File: config.mk
export PLATFORM = sky130hd
export DESIGN_NAME = song_sequencer
export DESIGN_NICKNAME = d
export VERILOG_FILES = /design/src/rtl/song_sequencer.sv
export SDC_FILE = /design/constraint.sdc
export NUM_CORES = 1
export LEC_CHECK = 0
export CORE_AREA = 2 2 68 70
export CTS_CLUSTER_DIAMETER = 120
export DETAILED_ROUTE_END_ITERATION = 6
export DIE_AREA = 0 0 70 72
export PLACE_DENSITY = 0.76
export SYNTH_ARGS = -nofsm -noshare
export SYNTH_HDL_FRONTEND = slang
export SYNTH_SLANG_ARGS = --single-unit
File: constraint.sdc
create_clock -name clk -period 2.65 [get_ports clk]
set_input_delay 0.3975 -clock clk [delete_from_list [all_inputs] [get_ports clk]]
set_output_delay 0.3975 -clock clk [all_outputs]
set_load 0.005 [all_outputs]
File: src/rtl/song_sequencer.sv
`timescale 1ns/1ps
// song_sequencer: walks one song region of a synchronous note ROM and hands each note to the
// note player over a valid/ready handshake. Define SONG_SEQUENCER_LOOP_EN to enable looping.
module song_sequencer #(
  parameter int SONG_W  = 2,
  parameter int OFS_W   = 7,
  parameter int DATA_W  = 16,
  parameter int ROM_LAT = 1
) (
  input  logic                      clk,
  input  logic                      reset_n,
  input  logic                      play,
  input  logic                      pause,
  input  logic                      loop,
  input  logic [SONG_W-1:0]         song,
  input  logic                      note_done,
  input  logic                      note_ready,
  output logic [SONG_W+OFS_W-1:0]   rom_addr,
  input  logic [DATA_W-1:0]         rom_data,
  output logic [DATA_W-1:0]         out_data,
  output logic                      new_note,
  output logic [OFS_W-1:0]          note_index,
  output logic                      song_done,
  output logic                      loop_wrap,
  output logic                      busy
);

  typedef enum logic [2:0] {
    S_IDLE,
    S_FETCH,
    S_ISSUE,
    S_WAIT,
    S_DONE
  } state_t;

  localparam logic [1:0]       LAT_LAST = 2'(ROM_LAT);
  localparam logic [OFS_W-1:0] OFS_LAST = '1;

  state_t              state_q, state_d;
  logic [SONG_W-1:0]   song_q, song_d;
  logic [OFS_W-1:0]    offset_q, offset_d;
  logic [1:0]          cnt_q, cnt_d;
  logic [DATA_W-1:0]   out_data_q, out_data_d;
  logic [OFS_W-1:0]    note_index_q, note_index_d;
  logic                end_pend_q, end_pend_d;
  logic                done_pend_q, done_pend_d;
  logic                loop_wrap_q, loop_wrap_d;
  logic                accept;
  logic                end_song;
  logic                loop_active;

`ifdef SONG_SEQUENCER_LOOP_EN
  assign loop_active = loop;
`else
  logic loop_unused;
  assign loop_unused = loop;
  assign loop_active = 1'b0;
`endif

  // Stop also withdraws the offer immediately so a dropped note can never be accepted.
  assign new_note   = (state_q == S_ISSUE) && play && !pause;
  assign accept     = new_note && note_ready;
  assign rom_addr   = {song_q, offset_q};
  assign out_data   = out_data_q;
  assign note_index = note_index_q;
  assign song_done  = (state_q == S_DONE);
  assign loop_wrap  = loop_wrap_q;
  assign busy       = (state_q != S_IDLE) && (state_q != S_DONE);

  always_comb begin
    state_d      = state_q;
    song_d       = song_q;
    offset_d     = offset_q;
    cnt_d        = cnt_q;
    out_data_d   = out_data_q;
    note_index_d = note_index_q;
    end_pend_d   = end_pend_q;
    done_pend_d  = done_pend_q;
    loop_wrap_d  = 1'b0;
    end_song     = 1'b0;

    case (state_q)
      S_IDLE: begin
        if (play && !pause) begin
          state_d     = S_FETCH;
          song_d      = song;
          offset_d    = '0;
          cnt_d       = '0;
          end_pend_d  = 1'b0;
          done_pend_d = 1'b0;
        end
      end
      S_FETCH: begin
        if (!play) begin
          state_d = S_IDLE;
        end else if (!pause) begin
          if (cnt_q == LAT_LAST) begin
            cnt_d      = '0;
            out_data_d = rom_data;
            if (rom_data == '0) begin
              end_song = 1'b1;
            end else begin
              state_d = S_ISSUE;
            end
          end else begin
            cnt_d = cnt_q + 2'd1;
          end
        end
      end
      S_ISSUE: begin
        if (!play) begin
          state_d = S_IDLE;
        end else if (accept) begin
          note_index_d = offset_q;
          // The last slot of a region never wraps the address; it arms the end-of-song path.
          if (offset_q == OFS_LAST) begin
            end_pend_d = 1'b1;
          end else begin
            offset_d = offset_q + 1'b1;
          end
          state_d = S_WAIT;
        end
      end
      S_WAIT: begin
        if (!play) begin
          state_d = S_IDLE;
        end else if (pause) begin
          if (note_done) begin
            done_pend_d = 1'b1;
          end
        end else if (note_done || done_pend_q) begin
          done_pend_d = 1'b0;
          if (end_pend_q) begin
            end_song = 1'b1;
          end else begin
            state_d = S_FETCH;
            cnt_d   = '0;
          end
        end
      end
      S_DONE: begin
        if (!play && !pause) begin
          state_d = S_IDLE;
        end
      end
      default: begin
        state_d = S_IDLE;
      end
    endcase

    if (end_song) begin
      end_pend_d = 1'b0;
      if (loop_active) begin
        offset_d    = '0;
        cnt_d       = '0;
        loop_wrap_d = 1'b1;
        state_d     = S_FETCH;
      end else begin
        state_d = S_DONE;
      end
    end

    if (state_d == S_IDLE) begin
      done_pend_d = 1'b0;
    end
  end

  always_ff @(posedge clk or negedge reset_n) begin
    if (!reset_n) begin
      state_q      <= S_IDLE;
      song_q       <= '0;
      offset_q     <= '0;
      cnt_q        <= '0;
      out_data_q   <= '0;
      note_index_q <= '0;
      end_pend_q   <= 1'b0;
      done_pend_q  <= 1'b0;
      loop_wrap_q  <= 1'b0;
    end else begin
      state_q      <= state_d;
      song_q       <= song_d;
      offset_q     <= offset_d;
      cnt_q        <= cnt_d;
      out_data_q   <= out_data_d;
      note_index_q <= note_index_d;
      end_pend_q   <= end_pend_d;
      done_pend_q  <= done_pend_d;
      loop_wrap_q  <= loop_wrap_d;
    end
  end

endmodule
======== Word level (Yosys, flattened, before mapping) ========
Index checks and enable logic that the tools add are counted.
operators by class
  add/sub/neg operators ................... 2
  equality and inequality tests ........... 25
  reductions and logical operators ........ 24
  mux-type cells .......................... 49
  bitwise operators ....................... 1
operators with widths
  operator                                                number
  2-to-1 mux 3 bit                                        13
  2-to-1 mux 7 bit                                        4
  inequality test 2 bit (second input constant)           10
  2-to-1 mux 1 bit                                        18
  inequality test 3 bit (second input constant)           6
  zero test 16 bit                                        1
  2-to-1 mux 2 bit                                        8
  one-hot mux 3 bit (5 select lines)                      1
  AND reduction 5 bit                                     3
  one-hot mux 7 bit (2 select lines)                      1
  nonzero test 3 bit                                      4
  inequality test 4 bit (second input constant)           2
  AND reduction 8 bit                                     1
  adder 7 x 1 -> 7 bit (second input constant)            1
  equality test 7 bit (second input constant)             1
  equality test 3 x 2 -> 1 bit (second input constant)    2
  logical AND 1 bit                                       6
  zero test 3 bit                                         2
  one-hot mux 1 bit (2 select lines)                      3
  one-hot mux 2 bit (3 select lines)                      1
  AND reduction 4 bit                                     1
  equality test 3 x 1 -> 1 bit (second input constant)    1
  equality test 3 bit (second input constant)             1
  inequality test 3 x 2 -> 1 bit (second input constant)  1
  other kinds (8)                                         9
storage, ports and cells
  register bits ........................... 39
  output and inout bits ................... 36
  bits of input ports ..................... 25

======== Logic depth before layout (Yosys ltp) ========
Gate-level depths: netlist (run 1).
  word-level depth ........................ 11
  depth in mapped cells ................... 7

======== Least setup slack after synthesis (run 1) ========
Ideal clock, no wire load.
  kind .................................... reg2reg
  start ................................... register state_q[2]
  end ..................................... register end_pend_q
  clock period less this slack ............ 1,989 ps
  path slack .............................. 661 ps
  stages on the path, launching flop included .. 8
  arrival time ............................ 1,902 ps
  path through ............................ dfrtp_1 > or3b_1 > buf_6 > or4_4 > buf_6 > o211ai_2 > nand3_1 > a22oi_1
on the way
  word-level cells in the longest chain between the ends .. 6
  elaborated cells between the ends (all ways) .. 16
  those cells by class .................... 7 x eq/ne; 3 x mux; 6 x reduce/logical
RTL lines
  item                             line    source
  start, declared                  39      state_t state_q, state_d;
  start signal, assigned           180     state_q <= state_d;
  equality test 3 x 2 -> 1 bit     61, 82
  logical AND 1 bit (2 in a row)   61      assign new_note = (state_q == S_ISSUE) && play && !pause;
  logical AND 1 bit                62      assign accept = new_note && note_ready;
  inequality test 3 bit (no line)  n/a
  AND reduction 5 bit (no line)    n/a
  end signal, assigned             186     end_pend_q <= end_pend_d;
  end, declared                    45      logic end_pend_q, end_pend_d;
Parallel ways exist; a longest one is shown, timed or not.
A chain may end at the register's enable or synchronous reset.

======== Worst setup path after layout (run 1) ========
  start ................................... register state_q[2]
  end ..................................... output new_note
on the way
  word-level cells in the longest chain between the ends .. 3
RTL lines
  item                            line  source
  equality test 3 x 2 -> 1 bit    61
  logical AND 1 bit (2 in a row)  61
  end, declared                   21    output logic new_note,
Every way passes these cells.

==> flow_summary_export.csv, run 1 <==
group,metric,value,unit
layout,fin_cells,310,
sta,timing.hold.ws,0.223,ns
setup_path,crit_buf_inv,1,
yosys,ys.flop_type,"dfrtp_1",
yosys,ys_seq_elements,39,
drt,via_count,1583,
yosys,synth_nets,218,
power_and_ir_drop,p_total,1.59,mW
drt,wl_per_cell,14.1,um
sta,finalSetupTns,0,ns
layout,areaGrowthSynthToFinish,39.9,%
grt,grt.overflow.total,0,
grt,grt_pass1_vias,1592,
power_and_ir_drop,switchingPower,0.430,mW
yosys,yosysWarnings,0,
sta,max-slew-margin-rel,41.8,%
clocking,cts_sinks,39,
placement,portBuffers,58,
placement,placed_cell_area,2510,um^2
setup_path,critical_path_arrival,2.07,ns
drt,drtIter0Drc,100,
power_and_ir_drop,leakagePower,1.17,nW
placement,hpwlAfterDp,3140,um
sta,setup_viol_count_final,0,
layout,fill_cells,391,
power_and_ir_drop,pwr-share-seq,47.8,%
setup_path,crit_chain,"or3b_2, nor3b_2, clkdlybuf4s50_1",
clocking,postCtsSetupRepairBufs,0,
clocking,tritoncts,"built",
floorplan,io_pins,61,
layout,fin_area,2610,um^2
drt,drc,0,
sta,period_share,93.1,%
placement,place_congestion,0.808,
sta,drv_slew,0,
floorplan,std_cell_rows,24,
power_and_ir_drop,clockPowerShare,24.9,%
setup_path,slowest_delay,0.57,ns
job,drv_cap,0,
yosys,avgSynthCellArea,9.70,um^2
setup_path,path_max_fanout,10,
setup_path,criticalPathCategory,"register to primary output",
layout,final_nets,283,
yosys,async_reset_ff_share,100,%
floorplan,die_w,70,um
setup_path,worst_setup_path_start_kind,"register",
power_and_ir_drop,switching_share,27.0,%
yosys,ys_types,42,
power_and_ir_drop,vdd_drop_max,386,uV
min_path,hp-class,"input pin to async pin",
yosys,netlist_instances,192,
clocking,cts_root_buffer,"clkbuf_8",
sta,min_period,2.47,ns
setup_path,crit_required,2.25,ns
sta,final.setup.worst_slack,0.183,ns
drt,drtPass1Iterations,4,
sta,finalClockSkew,0.00318,ns
grt,grt_start_max_net_pins,40,
drt,drt.antenna.violating_nets,0,
drt,vias_per_cell,5.11,
yosys,ys_seq_area_share,52.4,%
floorplan,core,4260,um^2
clocking,clk_pin_slew,0.08,ns
setup_path,crit_slowest_cell,"or3b_2",
layout,final_util,61.1,%
power_and_ir_drop,p_int,1.16,mW
yosys,synth_edf_count,0,
placement,dp_cells,302,
sta,tightest_slew,0.873,ns
setup_path,end_kind,"primary output",
yosys,netlist_area,1860,um^2
placement,post-place-ws,0.316,ns
drt,drt_wl_total,4360,um
power_and_ir_drop,power_density,610,nW/um^2
clocking,cts_hold_buf,0,
grt,grt_pass1_wl,7180,um
layout,n_antenna_cell,0,
floorplan,start_util,43.7,%
floorplan,die-area,5040,um^2
run_status,status,"complete, no violations",
sta,grt_setup_unrepaired,"no",
sta,fmaxAchievable,405,MHz
clocking,cts_buffer_depth,2,
clocking,cts_buffers,5,
setup_path,crit_family,"simple AND/OR/NAND/NOR gates",
power_and_ir_drop,power_frac_comb,27.3,%
clocking,ctsHtreeMaxLevel,2,
sta,hold_viol,0,
clocking,clk_latency,0.29,ns
grt,antenna_found_initial,0,
grt,track_usage,17.9,%
floorplan,die_y,72,um
layout,drive_gt1_share,12.8,%
kinds of logic after synthesis:
| group | after synthesis | share of synthesized area (%) |
|---|---|---|
| multiplexers | 9 | 5.44 |
| XOR/XNOR | 4 | 1.88 |
| flip-flops | 39 | 52.4 |
| AND/OR/NAND/NOR | 104 | 28.0 |
| AO/OA/AOI/OAI | 21 | 7.66 |
| other | 1 | 0.201 |
| adder cells (fa/ha/maj) | 1 | 0.672 |
| buffers and inverters | 13 | 3.76 |
synth_stat cells, types with 3 or more instances:
master	instances	area, um^2
mux2_2	9	101
inv_1	5	18.8
nand2_1	53	199
nor2_1	10	37.5
nor4_1	4	25.0
dfrtp_1	39	976
xnor2_1	4	35.0
nor3b_1	4	30.0
nand3_1	3	15.0
nand3b_1	3	22.5
o21ai_0	8	40.0
nor3_1	6	30.0
a21oi_1	3	15.0
clkbuf_1	3	11.3
final cells by class:
class                      instances  area [um^2]  area share [%]
sequential                        39          976            37.5
multi-input combinational        140          821            31.5
timing repair buffer              66          636            24.4
clock buffer                       5         68.8            2.64
tap                               52         65.1            2.50
clock inverter                     3         20.0           0.768
inverter                           5         18.8           0.720
registers in the layout (all words and copies together) (netlist names):
register,count
offset_q,7
cnt_q,2
song_q,2
state_q,3
end_pend_q,1
out_data,16
note_index,7
done_pend_q,1
metal layers:
metal  track usage [%]  wire length (um)
met5                 0                 0
met4              6.84                38
met3              4.58               217
met2              30.6              2130
met1              22.1              1970
placed cells by master, fill, tap and decap left out, types with 2 or more instances in the layout:
master,count
clkdlybuf4s50_1,57
nand2_1,53
dfrtp_1,39
nor2_1,10
mux2_2,9
o21ai_0,8
buf_4,8
nor3_1,6
inv_1,5
clkbuf_8,5
nor4_1,4
xnor2_1,4
nor3b_1,3
nand3b_1,3
a21oi_1,3
nand3_1,3
and2_1,2
nand4_1,2
nand2b_1,2
nor4b_1,2
or3_1,2
o211ai_2,2
and4_1,2
a22oi_1,2
clkinvlp_4,2
worst reg2reg max path, cell delays in order (launching register included):
cell     delay [ns]
dfrtp_1        0.47
or3b_2         0.57
nor3b_2        0.21
nand2_1        0.23
mux2_2         0.34
power groups by stage:
stage	Sequential [mW]	Combinational, mW	Clock [mW]
floorplan	0.782	0.122	0
global placement	0.767	0.432	0
detailed placement	0.773	0.440	0
CTS	0.762	0.442	0.411
global route	0.777	0.472	0.437
finish	0.759	0.434	0.397
worst paths after layout:
kind                        startpoint             to  slack (ns)  depth (start not counted)
min reg2reg                out_data[7]    out_data[7]        0.48                          2
max reg2reg                 state_q[2]  note_index[4]        0.71                          4
min                            reset_n      song_q[1]        0.22                          1
max                         state_q[2]       new_note        0.18                          3
min in group clk           out_data[7]    out_data[7]        0.48                          2
max in group asynchronous      reset_n    done_pend_q        1.88                          1
timing repair:
item | in CTS | in global routing
endpoints found under the hold margin | 0 | 0
gates resized for setup | 0 | 1
setup endpoints to repair | 0 | 1
No activity file was read; power rests on OpenSTA's default activity.
==> run 2: changes to the inputs <==
Settings changed: CORE_AREA 2 2 68 70 to 2 2 82 84, DIE_AREA 0 0 70 72 to 0 0 84 86, PLACE_DENSITY 0.76 to not set.
==> run 2 against run 1 <==
  * Sequential power barely moved
  * Sequential share of layout area fell by 0.27 points
  * Clock skew rose by 0.0054 ns
  * Combinational power barely moved
  * Design area rose by 0.72%
  * Clock-buffer cell count rose by 2
  * Critical path type unchanged
  * Highest routed layer unchanged
==> flow_summary_export.csv, run 2 (synthesis gave the netlist of run 1 again) <==
group,metric,value,unit
placement,place_congestion,0.834,
setup_path,path_max_fanout,4,
clocking,cts_buffer_depth,2,
clocking,tritoncts,"built",
layout,largest_reg_flops,16,
job,drv_cap,0,
grt,antenna_found_initial,0,
grt,grt_pass1_vias,1549,
layout,multi_input_area,816,um^2
layout,drive_gt1_share,11.6,%
power_and_ir_drop,p_int,1.16,mW
sta,drv_slew,0,
power_and_ir_drop,vdd_drop_max,289,uV
grt,track_usage,12.9,%
setup_path,critical_path_arrival,2.03,ns
floorplan,die_w,84,um
clocking,cts_root_buffer,"clkbuf_8",
layout,areaGrowthSynthToFinish,40.9,%
power_and_ir_drop,switching_share,26.6,%
sta,fmaxAchievable,412,MHz
placement,post-place-ws,0.247,ns
layout,final_nets,283,
clocking,postCtsSetupRepairBufs,0,
sta,period_share,91.6,%
setup_path,r2r_start,"state_q[2]",
clocking,clk_pin_slew,0.07,ns
setup_path,worst_setup_path_start_kind,"register",
sta,grt_setup_unrepaired,"no",
setup_path,end_kind,"primary output",
sta,finalSetupTns,0,ns
drt,wl_per_cell,13.6,um
drt,drt_wl_total,4540,um
sta,hold_viol,0,
setup_path,criticalPathCategory,"register to primary output",
clocking,cts_resized,0,
sta,tightest_slew,0.899,ns
layout,n_antenna_cell,0,
power_and_ir_drop,p_total,1.58,mW
setup_path,slowest_delay,0.55,ns
placement,hpwlAfterDp,3270,um
grt,grt_start_max_net_pins,40,
power_and_ir_drop,power_density,603,nW/um^2
sta,finalClockSkew,0.00863,ns
drt,via_count,1610,
floorplan,die-area,7220,um^2
placement,placed_cell_area,2540,um^2
layout,mostFrequentLayoutCells,"clkdlybuf4s50_1, nand2_1, dfrtp_1",
power_and_ir_drop,clockPowerShare,24.6,%
power_and_ir_drop,pwr-share-seq,48.1,%
power_and_ir_drop,power_frac_comb,27.2,%
setup_path,crit_slowest_cell,"clkdlybuf4s50_1",
layout,final_common_cell,"clkdlybuf4s50_1",
grt,grt_pass1_wl,7410,um
setup_path,crit_chain,"or3b_2, nor3b_1, clkdlybuf4s50_1",
floorplan,io_pins,61,
grt,grt.overflow.total,0,
layout,fin_area,2620,um^2
sta,max-slew-margin-rel,40.1,%
clocking,cts_buffers,5,
sta,min_period,2.43,ns
layout,regArea,976,um^2
sta,setup_viol_count_final,0,
sta,final.setup.worst_slack,0.222,ns
clocking,ctsHtreeMaxLevel,2,
floorplan,core,6280,um^2
drt,vias_per_cell,4.81,
floorplan,std_cell_rows,29,
clocking,cts_sinks,39,
floorplan,die_y,86,um
setup_path,worstRegToRegCells,6,
power_and_ir_drop,leakagePower,1.17,nW
placement,portBuffers,58,
drt,drtPass1Iterations,5,
clocking,cts_hold_buf,0,
clocking,clk_latency,0.29,ns
power_and_ir_drop,switchingPower,0.421,mW
floorplan,start_util,29.7,%
min_path,hp-class,"input pin to async pin",
run_status,status,"complete, no violations",
setup_path,r2r-end,"end_pend_q",
layout,fill_cells,609,
setup_path,crit_required,2.25,ns
setup_path,r2r_slack,0.70,ns
drt,drtIter0Drc,70,
drt,drc,0,
drt,drt.antenna.violating_nets,0,
==> run 2: cell types whose count changed in the layout (fill, tap and decap cells not counted), sizes merged <==
| cell | previous run | this run |
|---|---|---|
| clkinvlp | 2 | 0 |
| clkbuf | 5 | 7 |
==> run 2: how the worst max path moves through the flow <==
| stage | end | slack (ns) | startpoint | cells after the start |
|---|---|---|---|---|
| 5_1_grt | new_note | 0.10 | state_q[2] | 3 |
| 3_3_place_gp | end_pend_q | 0.24 | pause | 6 |
| 2_1_floorplan | end_pend_q | 0.66 | state_q[2] | 7 |
| 3_5_place_dp | end_pend_q | 0.25 | pause | 6 |
| 6_report | new_note | 0.22 | state_q[2] | 3 |
| 4_1_cts | new_note | 0.19 | state_q[2] | 3 |
==> run 2: power groups by stage <==
stage	Sequential, mW	Combinational (mW)	Clock (mW)
after floorplan	0.782	0.122	0
after global placement	0.771	0.431	0
after detailed placement	0.776	0.435	0
after CTS	0.763	0.437	0.404
after global routing	0.774	0.470	0.428
final	0.762	0.431	0.390
==> run 2: metal layers <==
layer | track usage [%] | vias up | part of all wire (%)
li1 | - | 788 | -
met1 | 17.1 | 762 | 48
met2 | 20.7 | 53 | 46
met3 | 3.27 | 7 | 5.0
met4 | 4.40 | 0 | 1.2
met5 | 0 | - | 0
==> run 2: area by class of cell <==
class                           instances  area share [%]
Sequential cell                        39            37.2
Tap cell                               77            3.67
Multi-Input combinational cell        140            31.1
Clock inverter                          1           0.191
Clock buffer                            7            2.91
Inverter                                5           0.715
Timing Repair Buffer                   66            24.2
==> run 2: per-stage QoR <==
stage	cells	hold slack, ns	utilization (%)
after global routing	335	0.303	41.8
after CTS	335	0.256	41.8
final	335	0.229	41.8
after global placement	327	0.458	40.5
after floorplan	192	0.102	-
after detailed placement	327	0.463	40.5
==> run 2: critical path: cells and delay by family (launching register included) <==
family | cells | cell delay, ns
and+or+nand+nor | 2 | 0.81
buffers and inverters | 1 | 0.55
DFF | 1 | 0.37
==> run 3: changes to the inputs <==
Settings changed: CORE_AREA 2 2 82 84 to 2 2 68 70, DIE_AREA 0 0 84 86 to 0 0 70 72, PLACE_DENSITY set to 0.76.
==> results of run 3 <==
No change in the layout: final DEF, timing and power equal those of run 1.
